<file path="src/rtl/midi_rx.sv">
// midi_rx: serial MIDI receiver with a channel voice message parser.
//
// The front end is a UART receiver: a 2-flop synchronizer, then an FSM
// that samples in the middle of each bit (31250 baud, 8N1, idle high,
// LSB first). The back end tracks running status and assembles channel
// voice messages from the byte stream.
//
// Ports:
//   clk         system clock
//   rst         asynchronous, active-low reset
//   midi_in     raw serial line, asynchronous to clk
//   byte_valid  one-cycle pulse: byte_data holds a correctly framed byte
//   byte_data   last correctly framed byte
//   frame_err   one-cycle pulse: stop bit sampled low, byte discarded
//   msg_valid   one-cycle pulse: msg_* hold a complete message
//   msg_status  status byte of the message (running status applied)
//   msg_data1   first data byte
//   msg_data2   second data byte, 0 for one-data-byte messages
//   led         activity indicator, lit LED_HOLD cycles after a good byte
module midi_rx #(
  parameter int CLKS_PER_BIT = 3200,
  parameter int LED_HOLD     = 2_000_000
) (
  input  logic       clk,
  input  logic       rst,
  input  logic       midi_in,
  output logic       byte_valid,
  output logic [7:0] byte_data,
  output logic       frame_err,
  output logic       msg_valid,
  output logic [7:0] msg_status,
  output logic [7:0] msg_data1,
  output logic [7:0] msg_data2,
  output logic       led
);

  localparam int CW = $clog2(CLKS_PER_BIT);
  localparam int LW = $clog2(LED_HOLD + 1);
  localparam logic [CW-1:0] HALF_LOAD = CW'(CLKS_PER_BIT / 2 - 1);
  localparam logic [CW-1:0] FULL_LOAD = CW'(CLKS_PER_BIT - 1);
  localparam logic [CW-1:0] CNT_ZERO  = {CW{1'b0}};
  localparam logic [CW-1:0] CNT_ONE   = CW'(1);
  localparam logic [LW-1:0] LED_LOAD  = LW'(LED_HOLD);
  localparam logic [LW-1:0] LED_ZERO  = {LW{1'b0}};
  localparam logic [LW-1:0] LED_ONE   = LW'(1);

  typedef enum logic [2:0] {
    ST_IDLE      = 3'd0,
    ST_START     = 3'd1,
    ST_DATA      = 3'd2,
    ST_STOP      = 3'd3,
    ST_WAIT_HIGH = 3'd4
  } uart_state_t;

  // Channel status types C (program change) and D (channel pressure)
  // carry a single data byte; all other channel types carry two.
  function automatic logic needs_two(input logic [7:0] status);
    return !((status[7:4] == 4'hC) || (status[7:4] == 4'hD));
  endfunction

  logic          sync_r;
  logic          s_in_r;
  uart_state_t   state_r;
  logic [CW-1:0] bit_cnt_r;
  logic [2:0]    bit_idx_r;
  logic [7:0]    shift_r;
  logic [7:0]    run_status_r;
  logic          have_d1_r;
  logic [7:0]    d1_r;
  logic [LW-1:0] led_cnt_r;

  // Two-flop synchronizer; resets to the idle (high) line level.
  always_ff @(posedge clk or negedge rst) begin
    if (!rst) begin
      sync_r <= 1'b1;
      s_in_r <= 1'b1;
    end else begin
      sync_r <= midi_in;
      s_in_r <= sync_r;
    end
  end

  // UART receive FSM: one shared counter reloaded on each state entry.
  always_ff @(posedge clk or negedge rst) begin
    if (!rst) begin
      state_r    <= ST_IDLE;
      bit_cnt_r  <= CNT_ZERO;
      bit_idx_r  <= 3'd0;
      shift_r    <= 8'h00;
      byte_valid <= 1'b0;
      byte_data  <= 8'h00;
      frame_err  <= 1'b0;
    end else begin
      byte_valid <= 1'b0;
      frame_err  <= 1'b0;
      case (state_r)
        ST_IDLE: begin
          if (!s_in_r) begin
            state_r   <= ST_START;
            bit_cnt_r <= HALF_LOAD;
          end
        end
        ST_START: begin
          if (bit_cnt_r != CNT_ZERO) begin
            bit_cnt_r <= bit_cnt_r - CNT_ONE;
          end else if (s_in_r) begin
            // Line went back high before mid-bit: treat as a glitch.
            state_r   <= ST_IDLE;
            bit_cnt_r <= CNT_ZERO;
          end else begin
            state_r   <= ST_DATA;
            bit_cnt_r <= FULL_LOAD;
            bit_idx_r <= 3'd0;
          end
        end
        ST_DATA: begin
          if (bit_cnt_r != CNT_ZERO) begin
            bit_cnt_r <= bit_cnt_r - CNT_ONE;
          end else begin
            shift_r[bit_idx_r] <= s_in_r;
            bit_cnt_r          <= FULL_LOAD;
            if (bit_idx_r == 3'd7) begin
              state_r <= ST_STOP;
            end else begin
              bit_idx_r <= bit_idx_r + 3'd1;
            end
          end
        end
        ST_STOP: begin
          if (bit_cnt_r != CNT_ZERO) begin
            bit_cnt_r <= bit_cnt_r - CNT_ONE;
          end else begin
            bit_cnt_r <= CNT_ZERO;
            if (s_in_r) begin
              byte_data  <= shift_r;
              byte_valid <= 1'b1;
              state_r    <= ST_IDLE;
            end else begin
              // Bad stop bit: drop the byte and wait out a break.
              frame_err <= 1'b1;
              state_r   <= ST_WAIT_HIGH;
            end
          end
        end
        ST_WAIT_HIGH: begin
          if (s_in_r) begin
            state_r <= ST_IDLE;
          end
        end
        default: begin
          state_r   <= ST_IDLE;
          bit_cnt_r <= CNT_ZERO;
        end
      endcase
    end
  end

  // Message parser with running status; acts on each byte_valid pulse.
  always_ff @(posedge clk or negedge rst) begin
    if (!rst) begin
      run_status_r <= 8'h00;
      have_d1_r    <= 1'b0;
      d1_r         <= 8'h00;
      msg_valid    <= 1'b0;
      msg_status   <= 8'h00;
      msg_data1    <= 8'h00;
      msg_data2    <= 8'h00;
    end else begin
      msg_valid <= 1'b0;
      if (byte_valid) begin
        if (byte_data[7:4] == 4'hF) begin
          // 0xF8-0xFF real-time bytes leave the parser untouched;
          // 0xF0-0xF7 cancel running status.
          if (!byte_data[3]) begin
            run_status_r <= 8'h00;
            have_d1_r    <= 1'b0;
          end
        end else if (byte_data[7]) begin
          run_status_r <= byte_data;
          have_d1_r    <= 1'b0;
        end else if (run_status_r != 8'h00) begin
          if (!needs_two(run_status_r)) begin
            msg_valid  <= 1'b1;
            msg_status <= run_status_r;
            msg_data1  <= byte_data;
            msg_data2  <= 8'h00;
          end else if (!have_d1_r) begin
            d1_r      <= byte_data;
            have_d1_r <= 1'b1;
          end else begin
            msg_valid  <= 1'b1;
            msg_status <= run_status_r;
            msg_data1  <= d1_r;
            msg_data2  <= byte_data;
            have_d1_r  <= 1'b0;
          end
        end
      end
    end
  end

  // Activity LED: retriggerable hold counter, led mirrors counter != 0.
  always_ff @(posedge clk or negedge rst) begin
    if (!rst) begin
      led_cnt_r <= LED_ZERO;
      led       <= 1'b0;
    end else if (byte_valid) begin
      led_cnt_r <= LED_LOAD;
      led       <= (LED_LOAD != LED_ZERO);
    end else if (led_cnt_r != LED_ZERO) begin
      led_cnt_r <= led_cnt_r - LED_ONE;
      led       <= (led_cnt_r != LED_ONE);
    end else begin
      led <= 1'b0;
    end
  end

endmodule

</file>
<file path="config.mk">
export PLATFORM = sky130hd
export DESIGN_NAME = midi_rx
export DESIGN_NICKNAME = d
export VERILOG_FILES = /design/src/rtl/midi_rx.sv
export SDC_FILE = /design/constraint.sdc
export NUM_CORES = 1
export LEC_CHECK = 0
export BUFFER_PORTS_ARGS = -buffer_cell sky130_fd_sc_hd__buf_4
export CORE_UTILIZATION = 30
export DETAILED_ROUTE_END_ITERATION = 8
export PLACE_DENSITY = 0.46
export REMOVE_ABC_BUFFERS = 1
export SKIP_CTS_REPAIR_TIMING = 1
export SLEW_MARGIN = 5
export SYNTH_ARGS = -nofsm -noshare
export SYNTH_HDL_FRONTEND = slang
export SYNTH_SLANG_ARGS = --single-unit
</file>
<file path="constraint.sdc">
create_clock -name clk -period 2 [get_ports clk]
set_input_delay 0.3 -clock clk [delete_from_list [all_inputs] [get_ports clk]]
set_output_delay 0.3 -clock clk [all_outputs]
set_load 0.02 [all_outputs]
</file>
# Word-level counts from Yosys, hierarchy flattened
# Cells that the tools add are included.
# Widths: inputs -> output; s select.
word_totals:
  reg_bits: 101
op_classes:
  mux: 54
  add_sub_neg: 3
  reduce_logical: 20
  eq_ne: 19
  magnitude_cmp: 2
  bitwise: 6
ops:
  columns: ["cell", "n"]
  rows:
  - ["$mux 8", 9]
  - ["$mux 12", 5]
  - ["$pmux 12 s5", 1]
  - ["$mux 21", 2]
  - ["$mux 3", 11]
  - ["$mux 1", 21]
  - ["$ne 21x1->1 const B", 1]
  - ["$reduce_bool 21->1", 1]
  - ["$sub 21x1->21 const B", 1]
  - ["$ne 2x2->1 const B", 9]
  - ["$pmux 3 s5", 1]
  - ["$eq 4x4->1 const B", 3]
  - ["$reduce_and 6->1", 2]
  - ["$reduce_bool 12->1", 1]
  - ["$sub 12x1->12 const B", 1]
  - ["$reduce_and 5->1", 2]
  - ["$bwmux 8", 1]
  - ["$reduce_bool 2->1", 4]
  - ["$reduce_bool 8->1", 1]
  - ["$eq 3x2->1 const B", 2]
  - ["$eq 3x3->1 const B", 2]
  - ["$not 1->1", 6]
  - ["$pmux 3 s2", 1]
  - ["$reduce_and 3->1", 2]
  - ["other kinds (13)", 14]

# Longest topological paths before layout
logic_depth:
  word_depth: 7
  mapped_depth: 8
  depth_no_buf: 7

# Least setup slack after synthesis
# No wires, ideal clock.
synth_timing:
  kind: "reg-to-reg"
  startpoint: "reg bit_cnt_r[0]"
  endpoint: "reg shift_r[2]"
  required_time_ps: 1872
  setup_ps: 128
  n_path_buf: 1
  slack_ps: -82
  path_stages_with_launch: 9
  arrival_ps: 1954
  path_cell_list: "dfrtp_1 -> inv_1 -> ha_1 -> nor4b_4 -> and4_1 -> buf_6 -> nand2_4 -> nor4b_4 -> mux2_1"
synth_between:
  elab_chain_cells: 3
synth_lines:
  columns: ["element", "line_no", "rtl"]
  rows:
  - ["start, declared", "64", "logic [CW-1:0] bit_cnt_r;"]
  - ["start signal, assigned", "105", "bit_cnt_r <= bit_cnt_r - CNT_ONE;"]
  - ["start signal, assigned", "118", "bit_cnt_r <= bit_cnt_r - CNT_ONE;"]
  - ["start signal, assigned", "131", "bit_cnt_r <= bit_cnt_r - CNT_ONE;"]
  - ["$reduce_bool 12->1", "117", "if (bit_cnt_r != CNT_ZERO) begin"]
  - ["$not 1->1 (no source line)", null, null]
  - ["$reduce_and 2->1 (no source line)", null, null]
  - ["end signal, assigned by index", "120", "shift_r[bit_idx_r] <= s_in_r;"]
  - ["end, declared", "66", "logic [7:0] shift_r;"]
# Every way passes these cells.
# A chain may end at the register's enable or synchronous reset.

# Final worst setup path
layout_timing:
  startpoint: "reg bit_cnt_r[0]"
  endpoint: "reg bit_cnt_r[5]"
layout_between:
  elab_chain_cells: 3
layout_lines:
  columns: ["element", "line_no", "rtl"]
  rows:
  - ["$sub 12x1->12 or $reduce_bool 12->1 (tied branches)", null, null]
  - ["$mux 12, on equally long branches", "130, 104, 117", null]
  - ["$pmux 12 s5 (*)", "96", "case (state_r)"]
# Mark *: on every way between the ends. The rest lies on a longest branch, timed or not.

==> impl_summary.log <==
[metrics] outcome: completed
[metrics] max-capacitance violation count: 0
[metrics] arrival time at the worst endpoint: 2190 ps
[metrics] highest-delay cell along the critical path: sky130_fd_sc_hd__dfrtp_1
[metrics] cell at the root of the clock tree: sky130_fd_sc_hd__clkbuf_16
[metrics] number of standard-cell rows in the floorplan: 46
[metrics] count of vias placed by the detailed router: 3,666
[metrics] Slew @ Worst Pin: 503 ps
[metrics] Detail Placement HPWL: 7610 um
[metrics] total wirelength of the detailed-routed design: 10,900 um
[metrics] final worst-path cycle share: 0.977
[metrics] Synth Register Bits: 99
[metrics] height of the die: 129 um
[metrics] biggest area consumer among synthesized cells: sky130_fd_sc_hd__dfrtp_1
[metrics] depth of the worst register-to-register path: 8
[metrics] PortBufs: 36
[metrics] clock-pin slew on the worst setup and hold paths: 70 ps
[metrics] min cycle time layout: 1950 ps
[metrics] Initial Utilization: 0.307
[metrics] most common flop cell mapped by yosys: sky130_fd_sc_hd__dfrtp_1
[metrics] critical path required time: 2240 ps
[metrics] chip width: 129 um
[metrics] EDFF count, synth: 0
[metrics] remaining design rule violation count: 0
[metrics] largest fanout on the critical path: 4
[metrics] count of unique library cells instantiated by Yosys: 67
[metrics] Setup-failing EPs final: 0
[metrics] kind of critical path: flop to flop
[metrics] violation count after the first detailed-route iteration: 144
[metrics] final hold vios: 0
[metrics] H-tree Lvls: 3
[metrics] Synth Instances: 453
[metrics] Tot GR Track Use: 0.140
[metrics] Final Slew Violations: 0
[metrics] via count of the first global-routing pass: 3,661
[metrics] Final Wtd Congestion: 0.762
[metrics] Antenna Cells: 0
[metrics] Congestion Overflow GR: 0
[metrics] start of the worst register-to-register path: bit_cnt_r[0]$_DFFE_PN0P_
[metrics] worst slack on hold paths: 53.7 ps
[metrics] startpoint of the most critical setup path: bit_cnt_r[0]$_DFFE_PN0P_
[metrics] CTS tree: built
[metrics] sequence of cells on the critical path: inv_2, ha_4, nor4b_4, and4_4, buf_4, a311oi_4, buf_4, a221o_1
[metrics] TritonCTS sink count: 99
[metrics] nature of the critical path endpoint: flop
[metrics] Peak Freq: 512 MHz
[metrics] total negative slack: 0 ps
[metrics] Area contributors post-synth: sky130_fd_sc_hd__dfrtp_1 50%, sky130_fd_sc_hd__mux2_2 6.9%, sky130_fd_sc_hd__nand2_1 3.7%
[metrics] power per unit of standard cell area: 644 nW/um2
[metrics] number of buffers on the longest clock path: 2
[metrics] HP Class: primary input to flop
[metrics] hold wc startpoint: midi_in
[metrics] r2r setup slk: 50 ps
[metrics] mapped cell area: 4860 um2
[metrics] maximum cell stage delay along the critical path: 390 ps
[metrics] number of top-level design ports: 39
[metrics] worst r2r dst: bit_cnt_r[5]$_DFFE_PN0P_
[metrics] CTS Buf Count: 9
[metrics] P&R area growth vs syn: 24.0%
[metrics] sequential area share after synthesis: 0.510
[metrics] Peak supply drop: 0.497 mV
[metrics] die area: 16,700 um2
[metrics] total power after layout: 3.88 mW
[metrics] number of antenna violations at the first check in global routing: 0
[metrics] share of cells above drive strength 1: 0.309
[metrics] average routed wire per standard cell: 14.7 um
[metrics] clock latency at the later pin of the worst-skew pair: 350 ps
[metrics] Post-Syn Area per Cell: 10.7 um2
[metrics] worst slew slack as a fraction of its limit: 0.665
[metrics] fill count: 1,615
[metrics] pin count of the biggest net entering global routing: 40
[metrics] ANT nets after route: 0
[metrics] number of warnings reported in the yosys synthesis log: 0
[metrics] vias per inst: 4.95
[metrics] async set-reset flop share out of synthesis: 1.00
[metrics] area after detailed placement: 5610 um2
[metrics] end point of the critical path: bit_cnt_r[5]$_DFFE_PN0P_
[metrics] category of the worst setup path launch point: flop
[metrics] total number of nets in the final design: 528
[metrics] core region area: 15,800 um2
[metrics] Most common cell on crit path: sky130_fd_sc_hd__buf_4
[metrics] global-route wire length before repair: 18,200 um
[metrics] final clock skew: 5.48 ps
[metrics] proportion of netlist area held by the largest area contributor: 0.499
[metrics] final design instance area without fill: 6030 um2
[metrics] P_leak: 2.88 nW
[metrics] total iterations of the first detailed-routing run: 4
[layer usage]
layer	track usage	part of all wire
met1	0.183	0.48
met2	0.225	0.48
met3	0.0326	0.028
met4	0.0533	0.014
met5	0	0
[worst min-delay path by stage]
stage / end / slack [ps] / depth (start not counted)
4_1_cts: state_r[1]$_DFFE_PN0P_ / -110 / 1
3_5_place_dp: shift_r[0]$_DFFE_PN0P_ / 270 / 1
5_1_grt: sync_r$_DFF_PN1_ / 40 / 1
2_1_floorplan: bit_cnt_r[0]$_DFFE_PN0P_ / 4 / 0
3_3_place_gp: shift_r[0]$_DFFE_PN0P_ / 260 / 1
6_report: sync_r$_DFF_PN1_ / 50 / 1
[final cells by class]
class | instances | area (um2) | area share
Clock buffer | 9 | 225 | 0.0374
Clock inverter | 7 | 82.6 | 0.0137
Inverter | 10 | 37.5 | 0.00623
Multi-Input combinational cell | 320 | 2310 | 0.383
Sequential cell | 99 | 2480 | 0.411
Tap cell | 216 | 270 | 0.0448
Timing Repair Buffer | 79 | 624 | 0.104
[cell usage after synthesis, drive strengths merged (6+ instances only)]
| library cell | number |
|---|---|
| or4 | 7 |
| mux2i | 9 |
| a22o | 9 |
| xor2 | 10 |
| mux2 | 32 |
| o21ai | 33 |
| nor3 | 12 |
| nand2 | 49 |
| dfrtp | 97 |
| inv | 10 |
| a21oi | 15 |
| ha | 6 |
| nand3 | 10 |
| buf | 8 |
| nor2 | 39 |
| clkbuf | 17 |
| nor4 | 12 |
[cell families after synthesis]
| kind of cell | count (synthesis) | synth area share |
|---|---|---|
| xor+xnor | 13 | 0.0234 |
| other cells | 1 | 0.000771 |
| fa+ha+maj | 6 | 0.0154 |
| simple gates | 170 | 0.202 |
| mux | 41 | 0.0927 |
| compound gates | 88 | 0.123 |
| flops | 99 | 0.510 |
| buf+inv | 35 | 0.0324 |
[critical path: cells and delay by family, from the launching register on]
kind            cells  cell delay, ps
compound gates      2             420
flops               1             390
buf+inv             3             400
simple gates        2             490
fa+ha+maj           1             140
[through the flow]
stage | instances | setup slack, ps | util
2_1_floorplan | 429 | -269 | -
3_3_place_gp | 721 | 67.5 | 0.354
3_5_place_dp | 721 | 24.7 | 0.354
4_1_cts | 737 | 32.5 | 0.374
5_1_grt | 740 | -20.2 | 0.381
6_report | 740 | 45.4 | 0.381
[power breakdown]
part	total (mW)	switching, mW	internal [mW]
registers	2.01	0.00469	2.00
clock network	1.81	0.817	0.991
logic	0.0666	0.0507	0.0159
[placed cells by master (no fill, tap or decap), types with 4 or more instances in the layout]
| cell | instances |
|---|---|
| sky130_fd_sc_hd__o21ai_0 | 29 |
| sky130_fd_sc_hd__o21ai_1 | 4 |
| sky130_fd_sc_hd__mux2_2 | 30 |
| sky130_fd_sc_hd__mux2i_1 | 9 |
| sky130_fd_sc_hd__nand3_1 | 9 |
| sky130_fd_sc_hd__nor3_2 | 5 |
| sky130_fd_sc_hd__xor2_1 | 10 |
| sky130_fd_sc_hd__ha_1 | 5 |
| sky130_fd_sc_hd__nand2b_1 | 4 |
| sky130_fd_sc_hd__nor2b_1 | 4 |
| sky130_fd_sc_hd__inv_1 | 8 |
| sky130_fd_sc_hd__clkbuf_16 | 9 |
| sky130_fd_sc_hd__nor3_1 | 7 |
| sky130_fd_sc_hd__nor4_1 | 6 |
| sky130_fd_sc_hd__or4_1 | 5 |
| sky130_fd_sc_hd__nor2_1 | 38 |
| sky130_fd_sc_hd__nand2_1 | 48 |
| sky130_fd_sc_hd__buf_4 | 75 |
| sky130_fd_sc_hd__a22o_1 | 9 |
| sky130_fd_sc_hd__dfrtp_1 | 97 |
| sky130_fd_sc_hd__a21oi_1 | 15 |
| sky130_fd_sc_hd__nor4_2 | 5 |
| sky130_fd_sc_hd__o31ai_1 | 5 |
[flip-flops by register name (all words and copies together) (netlist names)]
| signal | cells |
|---|---|
| led_cnt_r | 21 |
| bit_cnt_r | 12 |
| byte_data | 8 |
| msg_status | 8 |
| run_status_r | 8 |
| shift_r | 8 |
| d1_r | 7 |
| msg_data1 | 7 |
| msg_data2 | 7 |
| bit_idx_r | 3 |
| state_r | 3 |
| byte_valid | 1 |
| frame_err | 1 |
| have_d1_r | 1 |
| led | 1 |
| msg_valid | 1 |
| s_in_r | 1 |
| sync_r | 1 |
Note: power is estimated with default switching activity, not from simulation.
